===== src/rtl/axis_osc_pkg.sv =====
// axis_osc_pkg
//   Shared types and constants for the multi-channel oscilloscope capture
//   controller: capture state encoding and trigger source/edge selectors.
package axis_osc_pkg;

    typedef enum logic [2:0] {
        ST_IDLE  = 3'd0,
        ST_PRE   = 3'd1,
        ST_ARMED = 3'd2,
        ST_POST  = 3'd3,
        ST_DONE  = 3'd4
    } osc_state_t;

    localparam logic TRG_SRC_EXT   = 1'b0;
    localparam logic TRG_SRC_INT   = 1'b1;
    localparam logic TRG_EDGE_RISE = 1'b0;
    localparam logic TRG_EDGE_FALL = 1'b1;

endpackage


===== src/rtl/axis_osc_trig_detect.sv =====
// axis_osc_trig_detect
//   Level-crossing detector for the internal trigger. Selects one channel from
//   the packed sample word, remembers the previous accepted sample while armed
//   and flags a signed threshold crossing in the same cycle as the sample.
// Ports
//   aclk, aresetn  clock, synchronous active-low reset
//   arm_i          controller is in ARMED; low clears the history
//   valid_i        a sample is accepted this cycle
//   tdata_i        packed channel samples
//   chan_i         channel index to watch
//   edge_i         0 = rising, 1 = falling
//   level_i        signed threshold
//   hit_o          crossing detected on the current accepted sample
module axis_osc_trig_detect
    import axis_osc_pkg::*;
#(
    parameter int CHAN_NUM     = 2,
    parameter int SAMPLE_WIDTH = 16,
    parameter int CHAN_SEL_W   = 1
) (
    input  logic                             aclk,
    input  logic                             aresetn,
    input  logic                             arm_i,
    input  logic                             valid_i,
    input  logic [CHAN_NUM*SAMPLE_WIDTH-1:0] tdata_i,
    input  logic [CHAN_SEL_W-1:0]            chan_i,
    input  logic                             edge_i,
    input  logic [SAMPLE_WIDTH-1:0]          level_i,
    output logic                             hit_o
);

    logic signed [SAMPLE_WIDTH-1:0] prev_q, prev_d;
    logic                           prev_valid_q, prev_valid_d;
    logic signed [SAMPLE_WIDTH-1:0] cur;
    logic signed [SAMPLE_WIDTH-1:0] level;
    logic                           rise, fall;

    always_comb begin
        cur = '0;
        for (int k = 0; k < CHAN_NUM; k++) begin
            if (chan_i == CHAN_SEL_W'(k)) begin
                cur = tdata_i[k*SAMPLE_WIDTH +: SAMPLE_WIDTH];
            end
        end
        level = level_i;

        // History only lives inside ARMED, so the first armed sample never fires.
        prev_d       = prev_q;
        prev_valid_d = prev_valid_q;
        if (!arm_i) begin
            prev_valid_d = 1'b0;
        end else if (valid_i) begin
            prev_d       = cur;
            prev_valid_d = 1'b1;
        end

        rise  = (prev_q < level) && (cur >= level);
        fall  = (prev_q > level) && (cur <= level);
        hit_o = arm_i && valid_i && prev_valid_q &&
                ((edge_i == TRG_EDGE_FALL) ? fall : rise);
    end

    always_ff @(posedge aclk) begin
        if (!aresetn) begin
            prev_q       <= '0;
            prev_valid_q <= 1'b0;
        end else begin
            prev_q       <= prev_d;
            prev_valid_q <= prev_valid_d;
        end
    end

endmodule


===== src/rtl/axis_oscilloscope_mc.sv =====
// axis_oscilloscope_mc
//   Capture controller between the ADC AXIS stream and a circular buffer
//   writer. Records a pre-trigger window, arms, triggers on an external flag or
//   a level crossing, records a post-trigger window and reports the buffer
//   address of the trigger sample.
// Ports
//   aclk, aresetn               clock, synchronous active-low reset
//   run_flag                    capture enable (level)
//   trg_flag/src/edge/chan/level trigger configuration and external flag
//   pre_data, post_data         window lengths (post includes trigger sample)
//   auto_data                   auto-trigger timeout in ARMED cycles
//   sts_addr/busy/done/auto     status
//   s_axis_*, m_axis_*          sample pass-through, gated by busy
// Build option
//   AXIS_OSC_AUTO_TRIG_EN       enables the ARMED timeout trigger
//
// state    | meaning
// ---------+--------------------------------------------------------------
// ST_IDLE  | waiting for run_flag
// ST_PRE   | filling the pre-trigger window
// ST_ARMED | waiting for a trigger event
// ST_POST  | filling the post-trigger window
// ST_DONE  | capture complete, waiting for run_flag to drop
module axis_oscilloscope_mc
    import axis_osc_pkg::*;
#(
    parameter int CHAN_NUM     = 2,
    parameter int SAMPLE_WIDTH = 16,
    parameter int CNTR_WIDTH   = 12
) (
    input  logic                                          aclk,
    input  logic                                          aresetn,
    input  logic                                          run_flag,
    input  logic                                          trg_flag,
    input  logic                                          trg_src,
    input  logic                                          trg_edge,
    input  logic [((CHAN_NUM > 1) ? $clog2(CHAN_NUM) : 1)-1:0] trg_chan,
    input  logic [SAMPLE_WIDTH-1:0]                       trg_level,
    input  logic [CNTR_WIDTH-1:0]                         pre_data,
    input  logic [CNTR_WIDTH-1:0]                         post_data,
    input  logic [31:0]                                   auto_data,
    output logic [CNTR_WIDTH-1:0]                         sts_addr,
    output logic                                          sts_busy,
    output logic                                          sts_done,
    output logic                                          sts_auto,
    output logic                                          s_axis_tready,
    input  logic [CHAN_NUM*SAMPLE_WIDTH-1:0]              s_axis_tdata,
    input  logic                                          s_axis_tvalid,
    output logic [CHAN_NUM*SAMPLE_WIDTH-1:0]              m_axis_tdata,
    output logic                                          m_axis_tvalid
);

    localparam int CHAN_SEL_W = (CHAN_NUM > 1) ? $clog2(CHAN_NUM) : 1;

    osc_state_t            state_q, state_d;
    logic [CNTR_WIDTH-1:0] addr_q, addr_d;
    logic [CNTR_WIDTH-1:0] cntr_q, cntr_d;
    logic [CNTR_WIDTH-1:0] sts_addr_q, sts_addr_d;
    logic                  sts_busy_q, sts_busy_d;
    logic                  sts_done_q, sts_done_d;
    logic                  sts_auto_q, sts_auto_d;
    logic [CNTR_WIDTH-1:0] cntr_inc, cntr_trig;
    logic                  accept, armed, ext_hit, lvl_hit, int_hit, auto_hit, trig;

    assign accept        = s_axis_tvalid & sts_busy_q;
    assign armed         = (state_q == ST_ARMED);
    assign s_axis_tready = 1'b1;
    assign m_axis_tdata  = s_axis_tdata;
    assign m_axis_tvalid = accept;
    assign sts_addr      = sts_addr_q;
    assign sts_busy      = sts_busy_q;
    assign sts_done      = sts_done_q;
    assign sts_auto      = sts_auto_q;

    assign cntr_inc  = cntr_q + {{(CNTR_WIDTH-1){1'b0}}, accept};
    assign cntr_trig = {{(CNTR_WIDTH-1){1'b0}}, accept};
    assign ext_hit   = armed && (trg_src == TRG_SRC_EXT) && trg_flag;
    assign int_hit   = lvl_hit && (trg_src == TRG_SRC_INT);
    assign trig      = ext_hit || int_hit || auto_hit;

    axis_osc_trig_detect #(
        .CHAN_NUM     (CHAN_NUM),
        .SAMPLE_WIDTH (SAMPLE_WIDTH),
        .CHAN_SEL_W   (CHAN_SEL_W)
    ) u_trig_detect (
        .aclk    (aclk),
        .aresetn (aresetn),
        .arm_i   (armed),
        .valid_i (accept),
        .tdata_i (s_axis_tdata),
        .chan_i  (trg_chan),
        .edge_i  (trg_edge),
        .level_i (trg_level),
        .hit_o   (lvl_hit)
    );

`ifdef AXIS_OSC_AUTO_TRIG_EN
    // timer_d counts the current ARMED cycle (1-based), so the forced trigger
    // lands on the auto_data-th cycle spent in ARMED.
    logic [31:0] timer_q, timer_d;
    assign timer_d  = armed ? (timer_q + 32'd1) : 32'd0;
    assign auto_hit = armed && (auto_data != 32'd0) && (timer_d == auto_data);

    always_ff @(posedge aclk) begin
        if (!aresetn) timer_q <= 32'd0;
        else          timer_q <= timer_d;
    end
`else
    logic unused_auto;
    assign unused_auto = ^auto_data;
    assign auto_hit    = 1'b0;
`endif

    always_comb begin
        state_d    = state_q;
        addr_d     = accept ? (addr_q + 1'b1) : addr_q;
        cntr_d     = cntr_q;
        sts_addr_d = sts_addr_q;
        sts_auto_d = sts_auto_q;
        unique case (state_q)
            ST_IDLE: begin
                if (run_flag) begin
                    addr_d     = '0;
                    cntr_d     = '0;
                    sts_auto_d = 1'b0;
                    state_d    = ST_PRE;
                end
            end
            ST_PRE: begin
                if (!run_flag) begin
                    state_d = ST_IDLE;
                end else begin
                    cntr_d = cntr_inc;
                    if (cntr_inc >= pre_data) state_d = ST_ARMED;
                end
            end
            ST_ARMED: begin
                if (!run_flag) begin
                    state_d = ST_IDLE;
                end else if (trig) begin
                    sts_addr_d = addr_q;
                    cntr_d     = cntr_trig;
                    // A real trigger in the same cycle takes credit over the timeout.
                    sts_auto_d = auto_hit && !ext_hit && !int_hit;
                    state_d    = (post_data <= cntr_trig) ? ST_DONE : ST_POST;
                end
            end
            ST_POST: begin
                if (!run_flag) begin
                    state_d = ST_IDLE;
                end else begin
                    cntr_d = cntr_inc;
                    if (accept && (cntr_inc == post_data)) state_d = ST_DONE;
                end
            end
            ST_DONE: begin
                if (!run_flag) state_d = ST_IDLE;
            end
            default: state_d = ST_IDLE;
        endcase
        sts_busy_d = (state_d == ST_PRE) || (state_d == ST_ARMED) || (state_d == ST_POST);
        sts_done_d = (state_d == ST_DONE);
    end

    always_ff @(posedge aclk) begin
        if (!aresetn) begin
            state_q    <= ST_IDLE;
            addr_q     <= '0;
            cntr_q     <= '0;
            sts_addr_q <= '0;
            sts_busy_q <= 1'b0;
            sts_done_q <= 1'b0;
            sts_auto_q <= 1'b0;
        end else begin
            state_q    <= state_d;
            addr_q     <= addr_d;
            cntr_q     <= cntr_d;
            sts_addr_q <= sts_addr_d;
            sts_busy_q <= sts_busy_d;
            sts_done_q <= sts_done_d;
            sts_auto_q <= sts_auto_d;
        end
    end

endmodule


===== config.mk =====
export PLATFORM = sky130hd
export DESIGN_NAME = axis_oscilloscope_mc
export DESIGN_NICKNAME = d
export VERILOG_FILES = /design/src/rtl/axis_osc_pkg.sv /design/src/rtl/axis_osc_trig_detect.sv /design/src/rtl/axis_oscilloscope_mc.sv
export SDC_FILE = /design/constraint.sdc
export NUM_CORES = 1
export LEC_CHECK = 0
export CELL_PAD_IN_SITES_DETAIL_PLACEMENT = 1
export CELL_PAD_IN_SITES_GLOBAL_PLACEMENT = 2
export CORE_MARGIN = 5
export CORE_UTILIZATION = 26
export CTS_CLUSTER_SIZE = 20
export DETAILED_ROUTE_END_ITERATION = 8
export HOLD_SLACK_MARGIN = 0.1
export PLACE_DENSITY = 0.82
export SYNTH_ARGS = -nofsm -noshare
export SYNTH_HDL_FRONTEND = slang
export SYNTH_SLANG_ARGS = --single-unit
export TNS_END_PERCENT = 5

===== constraint.sdc =====
create_clock -name aclk -period 4.5 [get_ports aclk]
set_input_delay 0.9 -clock aclk [delete_from_list [all_inputs] [get_ports aclk]]
set_output_delay 0.9 -clock aclk [all_outputs]
set_load 0.1 [all_outputs]

==> run_results.csv, run 1 <==
group,metric,value,unit
setup_path,critPathSlowestCell,"or3_2",
global_route,grt_pass1_vias,4669,
route,wire_per_inst,16.3,um
setup_path,endpoint_kind,"flip-flop",
synthesis,synthCells,565,
synthesis,syn_nets,725,
setup_path,worstPathArrival,4.47,ns
cells_and_area,fillers,2065,
route,wirelength,14400,um
global_route,grt_max_degree,38,
floorplanning,io_pins,161,
timing,slew_violations,0,
route,drt_iter0_markers,146,
placed_design,placed_cells,869,
setup_path,path_cells,"clkdlybuf4s50_1 > buf_12 > mux2_2 > ha_1 > nand4_1 > nor4_1 > a21oi_1 > a211oi_1 > nor4_2 > or3_2 > nand4_4 > mux2i_1",
timing,period_needed,4.22,ns
timing,fin_skew,0.00651,ns
timing,fin_hold_ws,0.462,ns
clock_network,clk_path_buf_depth,2,
placed_design,post-dp-hpwl,11700,um
setup_path,crit_family,"simple AND/OR/NAND/NOR gates",
route,final_antenna_net_count,0,
floorplanning,rows,48,
power,power.leakage,2.56,nW
cells_and_area,diodes,0,
setup_path,crit_fanout,16,
timing,hold_violations,0,
cells_and_area,layout_common_cells,"clkdlybuf4s50_1, nand2_1, dfxtp_1",
floorplanning,start_util,26.6,%
route,via_per_inst,4.86,
placed_design,finalWeightedCongestion,0.843,
power,p_per_area,260,nW/um^2
synthesis,synth_cell_types,60,
setup_path,start_kind,"input port",
clock_network,path_clk_slew,0.05,ns
floorplanning,die_h,143,um
global_route,grt_first_pass_wirelength,23400,um
setup_path,criticalPathCategory,"input port to flip-flop",
global_route,antenna_found_initial,0,
route,dr_total_vias,4300,
cells_and_area,drive_gt1_share,12.6,%
floorplanning,core_area,17400,sq um
worst_hold_path,hp-class,"flip-flop to flip-flop",
floorplanning,die_area,20500,sq um
synthesis,synth.yosys.seq_area_share,25.2,%
timing,finalCritPeriodShare,93.8,%
clock_network,cts-htree-levels,3,
route,dr.pass1.iters,5,
timing,max_slew_margin,33.1,%
setup_path,worst-path-buf-inv,2,
placed_design,io_buffers,126,
global_route,gr-total-overflow,0,
synthesis,post_synth.cell_area_avg,8.16,sq um
clock_network,cts_made_buffers,9,
timing,setup_viol,0,
synthesis,mappedNetlistArea,4610,sq um
placed_design,pre_cts_ws,-0.136,ns
cells_and_area,fin_nets,815,
clock_network,tritoncts,"built",
route,drc,0,
clock_network,clk_root_buffer_cell,"clkbuf_16",
synthesis,synth_top_area_share,25.2,%
global_route,grtUsageTotal,14.1,%
cells_and_area,final_common_cell,"clkdlybuf4s50_1",
synthesis,yosys_warnings,0,
power,vdd_drop_max,188,uV
setup_path,crit_required,4.75,ns
synthesis,synth_top_area_cell,"dfxtp_1",
cells_and_area,syn_to_final_growth,32.6,%
run_status,status,"finished, final reports clean",
clock_network,cts.sinks,58,
synthesis,ys_ff_latch,58,
cells_and_area,layout.cells.non_filler,884,
clock_network,clock_latency,0.33,ns
synthesis,synth_edf_count,0,
timing,tns,0,ns
synthesis,ys_top_cells_by_area,"dfxtp_1, ha_1, mux2i_1",
setup_path,reg2reg_slack,1.22,ns
synthesis,yosys_most_used_dff,"dfxtp_1",
clock_network,post_cts.repair.setup_buffers,0,
timing,fin_ws,0.278,ns
floorplanning,die_x,143,um
synthesis,ys_async_sr_fraction,0,%
setup_path,slowest_delay,0.54,ns
flow_run,maxCapViolations,0,
timing,fmax,237,MHz
timing,rsz0062_at_grt,"false",
timing,worstMarginPinSlew,1.00,ns
final cells by class:
type	count	area [sq um]	area share, %
multi-input cells	408	2940	48.1
repair buffers	136	1270	20.7
flip-flops and latches	58	1160	19.0
well taps	225	282	4.60
clock buffers	13	270	4.42
inverters	42	159	2.60
clock inverters	2	35.0	0.573
final timing paths:
path	startpoint	to	cells after the start
max	trg_chan	sts_addr[7]	12
min	sts_addr[9]	sts_addr[9]	2
max reg2reg	sts_busy	state_q[0]	14
min reg2reg	sts_addr[9]	sts_addr[9]	2
flip-flops by register name (all words and copies together), names as in the netlist:
register                    cells
u_trig_detect.prev_q           16
sts_done                        1
state_q                         3
cntr_q                         12
sts_busy                        1
sts_addr                       12
addr_q                         12
u_trig_detect.prev_valid_q      1
synthesized netlist by cell type (4+ instances only):
library cell,n
dfxtp_1,58
inv_1,40
o31ai_1,5
a21o_1,8
or3_1,6
clkbuf_1,12
nand4_1,14
mux2i_1,30
and3_1,5
nor2_1,45
o21ai_1,5
nand2_1,59
buf_2,4
xnor2_1,12
nor3_1,9
and4_1,6
nand3_1,5
o21ai_0,19
nor4_1,9
ha_1,48
o21a_1,4
a21oi_1,36
buf_4,35
xor2_1,13
a31oi_1,5
mux2_2,15
nand2b_1,7
buf_1,4
kinds of logic (layout without fill, tap and decap cells):
kind of cell	after synthesis	in the layout	share of synthesized area, %
AND/OR/NAND/NOR	183	183	20.5
flip-flops	58	58	25.2
buffers and inverters	99	193	11.2
XOR/XNOR	27	27	5.75
adder cells (fa/ha/maj)	48	48	13.0
other	2	2	0.163
multiplexers	45	45	10.2
AO/OA/AOI/OAI	103	103	14.0
repair_timing:
action	4_1_cts	5_1_grt
endpoints found under the setup margin	0	2
hold buffers	0	0
gates resized for setup	0	1
metrics by stage:
step | power [mW] | util, % | area, sq um
3_5_place_dp | 0.898 | 33.4 | 5800
4_1_cts | 1.61 | 35.2 | 6110
6_report | 1.59 | 35.2 | 6120
5_1_grt | 1.67 | 35.2 | 6120
3_3_place_gp | 0.891 | 33.4 | 5800
2_1_floorplan | 0.780 | - | 4610
where the power goes:
part	switching [mW]	internal, mW
registers	0.00207	0.516
logic	0.232	0.136
clock network	0.235	0.470
total	0.469	1.12
worst reg2reg max path, delay by kind of cell, from the launching register on:
family                     cells  cell delay, ns
adders and majority gates      3            0.66
and+or+nand+nor                3            0.86
buffers and inverters          2            0.26
DFF                            1            0.36
AOI/OAI and AO/OA              5            0.92
xor gates and xnor gates       1            0.17
per-layer routing:
layer	global-route usage, %	vias up	wire (um)
met1	17.1	2066	6420
met3	3.05	14	615
met5	0	-	0
li1	-	2144	-
met4	3.75	0	189
met2	25.0	76	7190
Note: power is estimated with default switching activity, not from simulation.
==> run 2: changes to the inputs <==
==> constraint.sdc (replaced) <==
create_clock -name aclk -period 4.5 [get_ports aclk]
set_input_delay 1.125 -clock aclk [delete_from_list [all_inputs] [get_ports aclk]]
set_output_delay 1.125 -clock aclk [all_outputs]
set_load 0.1 [all_outputs]
==> run 2 against run 1 <==
Critical endpoint is now cntr_q[9]. Clock-buffer cell count shrank 4. Clock skew grew 0.0026 ns. Design area grew 3.1%. Non-clock buffer count grew 18. Sequential share of layout area shrank 0.57 points. Worst hold slack is essentially flat. First-iteration DRC count grew 22%. Die area is the same. Critical path type unchanged. Global-route usage grew 0.44 points. Setup slack lost 0.087 ns.
==> run_results.csv, run 2 (synthesized netlist as in run 1, its figures left out) <==
group,metric,value,unit
timing,rsz0062_at_grt,"false",
setup_path,critPathSlowestCell,"clkdlybuf4s50_1",
route,dr_total_vias,4436,
timing,fmax,232,MHz
clock_network,tritoncts,"built",
global_route,grt_max_degree,40,
timing,worstMarginPinSlew,1.01,ns
flow_run,maxCapViolations,0,
floorplanning,die_h,143,um
setup_path,start_kind,"input port",
cells_and_area,largest_reg_flops,16,
power,power.leakage,2.66,nW
clock_network,cts.sinks,58,
clock_network,clk_path_buf_depth,2,
route,wire_per_inst,16.4,um
cells_and_area,drive_gt1_share,15.6,%
cells_and_area,seqCellArea,1160,sq um
placed_design,finalWeightedCongestion,0.860,
route,via_per_inst,4.91,
clock_network,clk_root_buffer_cell,"clkbuf_16",
setup_path,timing.rr.start,"sts_busy",
placed_design,place_area,5910,sq um
placed_design,io_buffers,126,
cells_and_area,final_common_cell,"clkdlybuf4s50_1",
cells_and_area,diodes,0,
cells_and_area,multi_input_area,2980,sq um
cells_and_area,regMostFlops,"u_trig_detect.prev_q",
clock_network,cts_hold_buffers,0,
floorplanning,die_x,143,um
cells_and_area,layout_common_cells,"clkdlybuf4s50_1, buf_4, nand2_1",
setup_path,path_common_cell,"buf_4",
power,vdd_drop_max,153,uV
clock_network,cts_made_buffers,9,
timing,slew_violations,0,
route,final_antenna_net_count,0,
clock_network,clock_latency,0.33,ns
cells_and_area,fillers,2027,
power,total_power,1.65,mW
floorplanning,rows,48,
floorplanning,io_pins,161,
global_route,gr-total-overflow,0,
floorplanning,die_area,20500,sq um
setup_path,criticalPathCategory,"input port to flip-flop",
run_status,status,"finished, final reports clean",
clock_network,cts-htree-levels,3,
timing,period_needed,4.31,ns
timing,setup_viol,0,
placed_design,post-dp-hpwl,12000,um
timing,max_slew_margin,32.8,%
route,dr.pass1.iters,4,
route,drt_iter0_markers,178,
timing,hold_violations,0,
route,wirelength,14800,um
setup_path,startpoint,"trg_chan",
setup_path,endpoint_kind,"flip-flop",
setup_path,slowest_delay,0.50,ns
worst_hold_path,hp-start,"sts_addr[9]",
cells_and_area,fin_nets,834,
global_route,grt_pass1_vias,4819,
cells_and_area,fin_area,6310,sq um
worst_hold_path,hp-class,"flip-flop to flip-flop",
clock_network,path_clk_slew,0.06,ns
floorplanning,core_area,17400,sq um
global_route,grtUsageTotal,14.5,%
timing,finalCritPeriodShare,95.8,%
global_route,antenna_found_initial,0,
timing,fin_ws,0.190,ns
timing,fin_skew,0.00913,ns
setup_path,crit_required,4.71,ns
cells_and_area,syn_to_final_growth,36.7,%
power,p_per_area,261,nW/um^2
placed_design,pre_cts_ws,-0.231,ns
floorplanning,start_util,26.6,%
setup_path,worstPathArrival,4.52,ns
global_route,grt_first_pass_wirelength,24100,um
setup_path,crit_fanout,16,
route,drc,0,
timing,tns,0,ns
setup_path,path_cells,"clkdlybuf4s50_1 > buf_12 > mux2_2 > ha_1 > nand4_1 > nor4_2 > buf_4 > and3_1 > a211oi_2 > nor4_2 > buf_4 > nor4_4 > buf_4 > nor2_2 > buf_4 > a21oi_1",
run 2: cell count changes in the layout (fill, tap and decap cells not counted):
cell and change:
buf_4 +18, clkbuf_1 -1, nor4_2 +1, inv_6 +1, bufinv_16 +1, clkbuf_8 -3, clkinv_2 -1, a211oi_1 -1
clkinvlp_4 +1, nand4_4 +1, clkinv_4 +3, nor4_1 -1, a211oi_2 +1
run 2: path summary, 6_finish.rpt:
| path | cells past startpoint | slack, ns | end |
|---|---|---|---|
| max | 16 | 0.19 | cntr_q[9] |
| min | 2 | 0.46 | sts_addr[9] |
| max reg2reg | 13 | 1.34 | sts_done |
| min reg2reg | 2 | 0.46 | sts_addr[9] |
run 2: area by class of cell:
type,count,area share (%)
multi-input cells,409,47.2
repair buffers,154,22.2
flip-flops and latches,58,18.4
well taps,225,4.46
clock buffers,9,3.57
inverters,42,2.52
clock inverters,7,1.63
run 2: critical path, delay by kind of cell:
kind	cells	cell delay, ns
buffers and inverters	6	1.34
and+or+nand+nor	6	1.24
muxes	1	0.36
adders and majority gates	1	0.32
AOI/OAI and AO/OA	2	0.11
run 2: routing by layer:
metal / share of wire, % / GRT usage, % / wire length (um) / vias to the layer above
met4: 1.6 / 4.10 / 231 / 0
met2: 50 / 26.0 / 7480 / 112
li1: - / - / - / 2191
met5: 0 / 0 / 0 / -
met3: 4.6 / 2.75 / 687 / 14
met1: 43 / 17.6 / 6450 / 2119
run 2: what timing repair did:
action	in CTS	in global routing
setup buffers	0	3
gates resized for setup	0	4
endpoints found under the setup margin	0	24
run 2: stage by stage:
stage | cells | utilization [%] | hold WS, ns
2_1_floorplan | 565 | - | 0.446
3_3_place_gp | 884 | 34.1 | 0.454
3_5_place_dp | 884 | 34.1 | 0.460
4_1_cts | 900 | 36.0 | 0.468
5_1_grt | 904 | 36.3 | 0.494
6_report | 904 | 36.3 | 0.461
run 2: power by group:
part | switching (mW) | internal, mW
clock network | 0.262 | 0.489
registers | 0.00210 | 0.515
logic | 0.236 | 0.142
